$ cat src/rtl/vehicle_sensor_conditioner.sv
// Loop-detector conditioner: two independent channels, each with a 2-flop
// synchronizer, a debounce/min-on FSM and a stuck-detector fault latch.

module vsc_channel #(
  parameter int DEB_CYCLES  = 4,
  parameter int MIN_ON      = 8,
  parameter int STUCK_LIMIT = 1024
) (
  input  logic i_clk,
  input  logic i_reset,
  input  logic i_raw,
  output logic o_s,
  output logic o_event,
  output logic o_fault
);
  localparam int CW = $clog2(DEB_CYCLES + 1);
  localparam int OW = $clog2(MIN_ON + 1);
  localparam int SW = $clog2(STUCK_LIMIT + 1);
  localparam logic [CW-1:0] DEB_LAST = CW'(DEB_CYCLES - 1);
  localparam logic [OW-1:0] ON_LAST  = OW'(MIN_ON - 1);
  localparam logic [SW-1:0] STK_LAST = SW'(STUCK_LIMIT - 1);

  typedef enum logic [1:0] {OFF, ARM, ON, REL} state_t;

  logic          r_s1, r_s2;
  state_t        r_state, w_state;
  logic [CW-1:0] r_cnt, w_cnt;
  logic [OW-1:0] r_on, w_on;
  logic [SW-1:0] r_stk, w_stk;
  logic          r_fault, w_fault;
  logic          r_s, w_s;
  logic          r_evt, w_evt;

  // Next-state, counters and registered-output inputs for one channel
  always_comb begin
    w_state = r_state;
    w_cnt   = r_cnt;
    w_stk   = r_stk;
    w_fault = r_fault;
    // on-time runs in both high states and saturates so it never wraps
    w_on    = r_on;
    if ((r_state == ON || r_state == REL) && r_on != ON_LAST)
      w_on = r_on + 1'b1;
    case (r_state)
      OFF: begin
        if (r_s2) begin
          w_state = ARM;
          w_cnt   = CW'(1);
        end
      end
      ARM: begin
        if (!r_s2) begin
          w_state = OFF;
          w_cnt   = '0;
        end else if (r_cnt == DEB_LAST) begin
          w_state = ON;
          w_on    = '0;
          w_stk   = '0;
        end else begin
          w_cnt = r_cnt + 1'b1;
        end
      end
      ON: begin
        if (!r_s2) begin
          w_state = REL;
          w_cnt   = CW'(1);
          w_stk   = '0;
        end else begin
          if (r_stk == STK_LAST) w_fault = 1'b1;
          else                   w_stk   = r_stk + 1'b1;
        end
      end
      REL: begin
        if (r_s2) begin
          w_state = ON;
          w_cnt   = '0;
        end else if (r_cnt == DEB_LAST) begin
          // debounced release, but only once the minimum on-time is served
          if (r_on >= ON_LAST) begin
            w_state = OFF;
            w_cnt   = '0;
          end
        end else begin
          w_cnt = r_cnt + 1'b1;
        end
      end
      default: w_state = OFF;
    endcase
    // a faulted channel demands service permanently; Sx cannot fall while
    // the fault is set, so the rising-edge event never fires from forcing
    w_s   = (w_state == ON) || (w_state == REL) || w_fault;
    w_evt = w_s & ~r_s;
  end

  // Synchronizer, FSM state, counters and registered outputs
  always_ff @(posedge i_clk) begin
    if (i_reset) begin
      r_s1    <= 1'b0;
      r_s2    <= 1'b0;
      r_state <= OFF;
      r_cnt   <= '0;
      r_on    <= '0;
      r_stk   <= '0;
      r_fault <= 1'b0;
      r_s     <= 1'b0;
      r_evt   <= 1'b0;
    end else begin
      r_s1    <= i_raw;
      r_s2    <= r_s1;
      r_state <= w_state;
      r_cnt   <= w_cnt;
      r_on    <= w_on;
      r_stk   <= w_stk;
      r_fault <= w_fault;
      r_s     <= w_s;
      r_evt   <= w_evt;
    end
  end

  assign o_s     = r_s;
  assign o_event = r_evt;
  assign o_fault = r_fault;
endmodule

module vehicle_sensor_conditioner #(
  parameter int DEB_CYCLES  = 4,
  parameter int MIN_ON      = 8,
  parameter int STUCK_LIMIT = 1024
) (
  input  logic clk,
  input  logic reset,
  input  logic raw_a,
  input  logic raw_b,
  output logic Sa,
  output logic Sb,
  output logic event_a,
  output logic event_b,
  output logic fault_a,
  output logic fault_b
);
  localparam int NUM_LANES = 2;

  logic [NUM_LANES-1:0] w_raw, w_s, w_evt, w_fault;

  assign w_raw = {raw_b, raw_a};

  // lane 0 = road A, lane 1 = road B
  for (genvar g = 0; g < NUM_LANES; g++) begin : g_lane
    vsc_channel #(
      .DEB_CYCLES (DEB_CYCLES),
      .MIN_ON     (MIN_ON),
      .STUCK_LIMIT(STUCK_LIMIT)
    ) u_ch (
      .i_clk  (clk),
      .i_reset(reset),
      .i_raw  (w_raw[g]),
      .o_s    (w_s[g]),
      .o_event(w_evt[g]),
      .o_fault(w_fault[g])
    );
  end

  assign Sa      = w_s[0];
  assign Sb      = w_s[1];
  assign event_a = w_evt[0];
  assign event_b = w_evt[1];
  assign fault_a = w_fault[0];
  assign fault_b = w_fault[1];
endmodule

$ cat config.mk
export PLATFORM = sky130hd
export DESIGN_NAME = vehicle_sensor_conditioner
export DESIGN_NICKNAME = d
export VERILOG_FILES = /design/src/rtl/vehicle_sensor_conditioner.sv
export SDC_FILE = /design/constraint.sdc
export NUM_CORES = 1
export LEC_CHECK = 0
export ABC_CLOCK_PERIOD_IN_PS = 1550
export CELL_PAD_IN_SITES_DETAIL_PLACEMENT = 1
export CELL_PAD_IN_SITES_GLOBAL_PLACEMENT = 2
export CORE_UTILIZATION = 34
export CTS_CLUSTER_DIAMETER = 120
export DETAILED_ROUTE_END_ITERATION = 16
export PLACE_DENSITY_LB_ADDON = 0.1
export SETUP_SLACK_MARGIN = 0.1
export SLEW_MARGIN = 0
export SYNTH_ARGS = -nofsm -noshare
export SYNTH_HDL_FRONTEND = slang
export SYNTH_SLANG_ARGS = --single-unit
$ cat constraint.sdc
create_clock -name clk -period 1.55 [get_ports clk]
set_input_delay 0.31 -clock clk [delete_from_list [all_inputs] [get_ports clk]]
set_output_delay 0.31 -clock clk [all_outputs]
set_load 0.01 [all_outputs]
==> impl_metrics.ini, run 1 <==
[outcome]
status = finished, violations left
violations = setup timing

[floorplanning]
row_count = 31
die_area_um2 = 8100
die_y_um = 90.0
die_w_um = 90.0
start_util_pct = 35.7
io_pins = 10
core_um2 = 7370

[setup_path]
cp-start-kind = flop
cp_cell_sequence = ha_4 > ha_4 > a311oi_4 > buf_6 > buf_16 > buf_6 > nand2b_1 > mux2i_1
crit_path_top_delay_cell = dfxtp_2
ff2ff_setup_slack_ns = -0.06
path_buf_inv = 3
cpLargestDelayFamily = buffers and inverters
critPathKind = flop to flop
endpoint_kind = flop
cp.arrival_ns = 1.85
required_ns = 1.79
cp_max_fo = 6
slowest_delay_ns = 0.34

[detailed_routing]
route.detailed.drc = 0
routed_wl_mm = 6.95
ant_nets = 0
firstDrtPassIters = 4
vias = 2400
via_per_inst = 5.26
wl_per_cell_um = 15.3
first_iter_violations = 29

[timing]
layout_setup_ws_ns = -0.0589
slew_headroom_pct = 73.0
fmax_mhz = 622
tightest_slew_ns = 0.401
period_share_pct = 104
fin_skew_ns = 0.00430
whs_ns = 0.427
hold_viol = 0
rsz0062_at_grt = true
drv_slew = 0
min_period_ns = 1.61
setup_viol = 8

[synthesis]
synth_edf_count = 0
synth-seq-cells = 50
synth_area_leaders = dfxtp_1 38%, mux2i_1 6.5%, ha_1 4.8%
synth_cell_types = 54
synthCells = 296
async_flop_share_pct = 0
yosysWarnings = 0
syn_area_per_cell_um2 = 8.90
synth.net_count = 310
synth-seq-area-share_pct = 38.0
synth_flop_cell = dfxtp_1
yosysTopAreaCell = dfxtp_1
synth_top_area_share_pct = 38.0
netlist_area_um2 = 2630

[final_layout]
syn2layout_area_growth_pct = 42.0
postLayoutCoreUtil_pct = 50.7
final_cell_mix = 49 x buf_4, 32 x dfxtp_1, 21 x nand3_1
drive_gt1_share_pct = 39.5
final_common_cell = buf_4
fin_area_um2 = 3740
num-nets-final = 370
num_antenna_cells = 0
fill_cells = 839

[power]
max-vdd-ir-drop_mv = 0.270
p_per_area_nw_per_um2 = 635
leakagePower_nw = 1.40
total_power_mw = 2.38

[clocking]
cts.clk_slew.worst_paths_ns = 0.09
cts_made_buffers = 5
htree_levels = 2
ctsRootBufferMaster = clkbuf_8
clk_latency_ns = 0.30
clock-sinks = 50
cts_tree = yes
cts_buffer_depth = 2

[grt]
grt_pass1_vias = 2448
grt_usage_pct = 17.5
antenna_found_initial = 0
grt_overflow_total = 0
grt_first_pass_wirelength_mm = 11.6
grt_max_degree = 24

[worst_hold_path]
hold_path_class = flop to flop

[place]
post_dp_cell_area_um2 = 3220
place_hpwl_mm = 4.72
pre_cts_slack_ns = -0.182
gp_congestion = 0.792
portBuffers = 9

[flow_run]
drv_cap = 0
==> synth_stat cells (all sizes together) (2+ instances only) <==
cell / n
or2b: 6
o2111ai: 3
a31oi: 4
a21oi: 23
and4: 8
dfxtp: 50
clkbuf: 7
nor2b: 6
a21o: 2
and3: 4
nor3: 5
nor2: 14
mux2i: 17
nand2b: 6
buf: 10
xor2: 5
nor4: 2
ha: 10
nor3b: 2
a211oi: 2
nand3: 23
a311oi: 6
o21a: 2
o21ai: 7
o211ai: 4
inv: 8
nand4: 5
nand2: 25
o22a: 2
and2: 3
o211a: 3
nand3b: 6
==> flip-flops by register name, summed over array words and instances (netlist names) <==
signal	flops
g_lane.u_ch.o_event	2
g_lane.u_ch.o_fault	2
g_lane.u_ch.o_s	2
g_lane.u_ch.r_cnt	6
g_lane.u_ch.r_on	8
g_lane.u_ch.r_s1	2
g_lane.u_ch.r_s2	2
g_lane.u_ch.r_state	4
g_lane.u_ch.r_stk	22
==> metrics by stage <==
| stage | instances | setup TNS (ns) |
|---|---|---|
| after CTS | 452 | -0.377 |
| final | 456 | -0.322 |
| after floorplan | 296 | 0 |
| after global routing | 456 | -1.20 |
| after detailed placement | 436 | -2.12 |
| after global placement | 436 | -1.04 |
==> kinds of logic after synthesis <==
logic type | synth area share [%]
muxes | 6.46
adders and majority gates | 4.75
DFF | 38.0
xor gates and xnor gates | 1.66
buffers and inverters | 4.75
AOI/OAI and AO/OA | 18.1
and+or+nand+nor | 26.2
==> where the power goes <==
group / total (mW) / switching [mW] / internal, mW
registers: 1.30 / 0.00938 / 1.29
logic: 0.151 / 0.0760 / 0.0750
clock network: 0.922 / 0.438 / 0.484
==> final timing paths <==
check                          startpoint                       to  depth (start not counted)
setup / recovery  g_lane[1].u_ch.r_cnt[0]  g_lane[1].u_ch.r_stk[5]                          8
hold / removal         g_lane[1].u_ch.o_s   g_lane[1].u_ch.o_event                          1
setup reg to reg  g_lane[1].u_ch.r_cnt[0]  g_lane[1].u_ch.r_stk[5]                          8
hold reg to reg        g_lane[1].u_ch.o_s   g_lane[1].u_ch.o_event                          1
==> layout make-up <==
| class | count | area, um2 | share of cell area [%] |
|---|---|---|---|
| clock buffers | 7 | 76.3 | 2.04 |
| clock inverters | 1 | 30.0 | 0.803 |
| inverters | 9 | 33.8 | 0.903 |
| multi-input cells | 222 | 1860 | 49.6 |
| flip-flops and latches | 50 | 1020 | 27.4 |
| well taps | 99 | 124 | 3.31 |
| repair buffers | 68 | 596 | 15.9 |
==> layer usage <==
layer,wire [um],GRT usage (%),up-vias
li1,-,-,1209
met1,3120,21.4,1177
met2,3670,31.6,8
met3,85,2.62,6
met4,76,4.84,0
met5,0,0,-
==> repair_timing <==
| action | 4_1_cts | 5_1_grt |
|---|---|---|
| setup endpoints to repair | 40 | 36 |
| pin swaps | 19 | 13 |
| hold buffers | 0 | 0 |
| cloned | 3 | 1 |
| setup buffers | 5 | 3 |
| resized for setup | 55 | 37 |
No activity file was read; power rests on OpenSTA's default activity.
==> run 2, diff against run 1 <==
--- a/config.mk
+++ b/config.mk
@@ -11,8 +11,9 @@
 export CORE_UTILIZATION = 34
 export CTS_CLUSTER_DIAMETER = 120
 export DETAILED_ROUTE_END_ITERATION = 16
+export GPL_ROUTABILITY_DRIVEN = 0
 export PLACE_DENSITY_LB_ADDON = 0.1
-export SETUP_SLACK_MARGIN = 0.1
+export SETUP_SLACK_MARGIN = 0.02
 export SLEW_MARGIN = 0
 export SYNTH_ARGS = -nofsm -noshare
 export SYNTH_HDL_FRONTEND = slang
==> impl_metrics.ini, run 2 (synthesized netlist as in run 1, its figures left out) <==
[outcome]
status = finished, violations left
violations = setup timing

[clocking]
cts.clk_slew.worst_paths_ns = 0.09
cts_made_buffers = 5
clk_latency_ns = 0.30
ctsHoldBuffers = 0
ctsRootBufferMaster = clkbuf_8
clock-sinks = 50
htree_levels = 2
cts_tree = yes
cts_buffer_depth = 2

[worst_hold_path]
hold_path_class = flop to flop
whs_endpoint = g_lane[0].u_ch.o_event
min_path_cells = 1
hp-start = g_lane[0].u_ch.o_s

[power]
max-vdd-ir-drop_mv = 0.287
p_per_area_nw_per_um2 = 637
leakagePower_nw = 1.35
total_power_mw = 2.21

[setup_path]
worstReg2RegEnd = g_lane[0].u_ch.r_stk[3]
r2r-start = g_lane[0].u_ch.r_cnt[0]
cp.arrival_ns = 1.79
critPathKind = flop to flop
worst_r2r_path_depth = 6
cp-start-kind = flop
ff2ff_setup_slack_ns = -0.05
required_ns = 1.74
endpoint_kind = flop
cp_max_fo = 9

[place]
pre_cts_slack_ns = -0.160
place_hpwl_mm = 4.86
post_dp_cell_area_um2 = 3220
portBuffers = 9

[detailed_routing]
wl_per_cell_um = 14.6
via_per_inst = 5.25
firstDrtPassIters = 4
ant_nets = 0
routed_wl_mm = 6.55
vias = 2356
route.detailed.drc = 0
first_iter_violations = 40

[final_layout]
fin_area_um2 = 3470
largestRegisters = g_lane.u_ch.r_stk (22), g_lane.u_ch.r_on (8), g_lane.u_ch.r_cnt (6)
multi_input_area_um2 = 1690
final_common_cell = buf_4
postLayoutCoreUtil_pct = 47.1
final_cell_mix = 52 x buf_4, 38 x dfxtp_1, 25 x nand2_1
drive_gt1_share_pct = 31.4
syn2layout_area_growth_pct = 31.8
fill_cells = 861
ff_latch_area_um2 = 1020
top_register = g_lane.u_ch.r_stk
largest_register_ffs = 22
num-nets-final = 365
num_antenna_cells = 0

[timing]
fmax_mhz = 625
layout_setup_ws_ns = -0.0501
tightest_slew_ns = 0.445
min_period_ns = 1.60
drv_slew = 0
slew_headroom_pct = 70.0
period_share_pct = 103
setup_viol = 3
hold_viol = 0
rsz0062_at_grt = true
fin_skew_ns = 0.0143

[floorplanning]
die_area_um2 = 8100
die_y_um = 90.0
core_um2 = 7370
start_util_pct = 35.7
row_count = 31
die_w_um = 90.0
io_pins = 10

[grt]
antenna_found_initial = 0
grt_usage_pct = 16.7
grt_first_pass_wirelength_mm = 11.1
grt_overflow_total = 0
grt_pass1_vias = 2410
grt_max_degree = 24

[flow_run]
drv_cap = 0
[run 2: cell count changes in the layout (fill, tap and decap cells not counted), sizes merged]
cell	change
clkbuf	-1
bufinv	-1
buf	-4
dlymetal6s2s	+3
dlygate4sd2	-5
clkdlybuf4s50	+2
and2	-1
[run 2: where the power goes]
| group | leakage (nW) | internal [mW] | switching, mW |
|---|---|---|---|
| logic | 0.898 | 0.0645 | 0.0690 |
| clock network | 0.0431 | 0.346 | 0.429 |
| registers | 0.410 | 1.29 | 0.00910 |
[run 2: worst max path at each step]
stage               slack, ns  cells after the start                      end                     from
global placement        -0.12                      5  g_lane[1].u_ch.r_stk[4]                    reset
CTS                     -0.06                      6  g_lane[0].u_ch.r_stk[3]  g_lane[0].u_ch.r_cnt[0]
global route            -0.14                      6  g_lane[0].u_ch.r_stk[3]  g_lane[0].u_ch.r_cnt[0]
finish                  -0.05                      6  g_lane[0].u_ch.r_stk[3]  g_lane[0].u_ch.r_cnt[0]
detailed placement      -0.16                      5  g_lane[1].u_ch.r_stk[7]                    reset
floorplan               -0.06                      6  g_lane[0].u_ch.r_stk[3]  g_lane[0].u_ch.r_stk[0]
[run 2: final cells by class]
type	count	share of cell area [%]
flip-flops and latches	50	29.3
well taps	99	3.57
multi-input cells	221	48.6
inverters	9	0.973
clock buffers	6	2.38
repair buffers	64	15.2
[run 2: metal layers]
metal,wire (um),global-route usage (%),share of wire (%)
met2,3400,30.7,52
met3,104,3.05,1.6
met1,3000,20.2,46
met4,42,3.63,0.64
met5,0,0,0
[run 2: timing repair]
| item | 4_1_cts | 5_1_grt |
|---|---|---|
| buffers inserted | 1 | 0 |
| gates cloned | 1 | 0 |
| endpoints found under the setup margin | 35 | 32 |
| gates resized for setup | 26 | 26 |
| pin swaps | 10 | 5 |
[run 2: worst max-delay path, stage by stage, from the launching register on]
cell and delay, ns:
dfxtp_2 0.36, ha_4 0.15, ha_4 0.15, nand4b_1 0.15, and2_4 0.23, o31a_1 0.24, o211a_1 0.21
[run 2: through the flow]
step	setup TNS, ns	hold slack [ns]	std cells
6_report	-0.0796	0.426	449
5_1_grt	-1.17	0.439	449
4_1_cts	-0.108	0.435	449
3_5_place_dp	-2.70	0.422	441
3_3_place_gp	-1.66	0.402	441
2_1_floorplan	-0.0618	0.405	296
==> run 3, diff against run 2 <==
--- a/config.mk
+++ b/config.mk
@@ -10,6 +10,7 @@
 export CELL_PAD_IN_SITES_GLOBAL_PLACEMENT = 2
 export CORE_UTILIZATION = 34
 export CTS_CLUSTER_DIAMETER = 120
+export CTS_CLUSTER_SIZE = 10
 export DETAILED_ROUTE_END_ITERATION = 16
 export GPL_ROUTABILITY_DRIVEN = 0
 export PLACE_DENSITY_LB_ADDON = 0.1
==> results of run 3 <==
Final layout, timing and power as in run 2 (identical DEF).
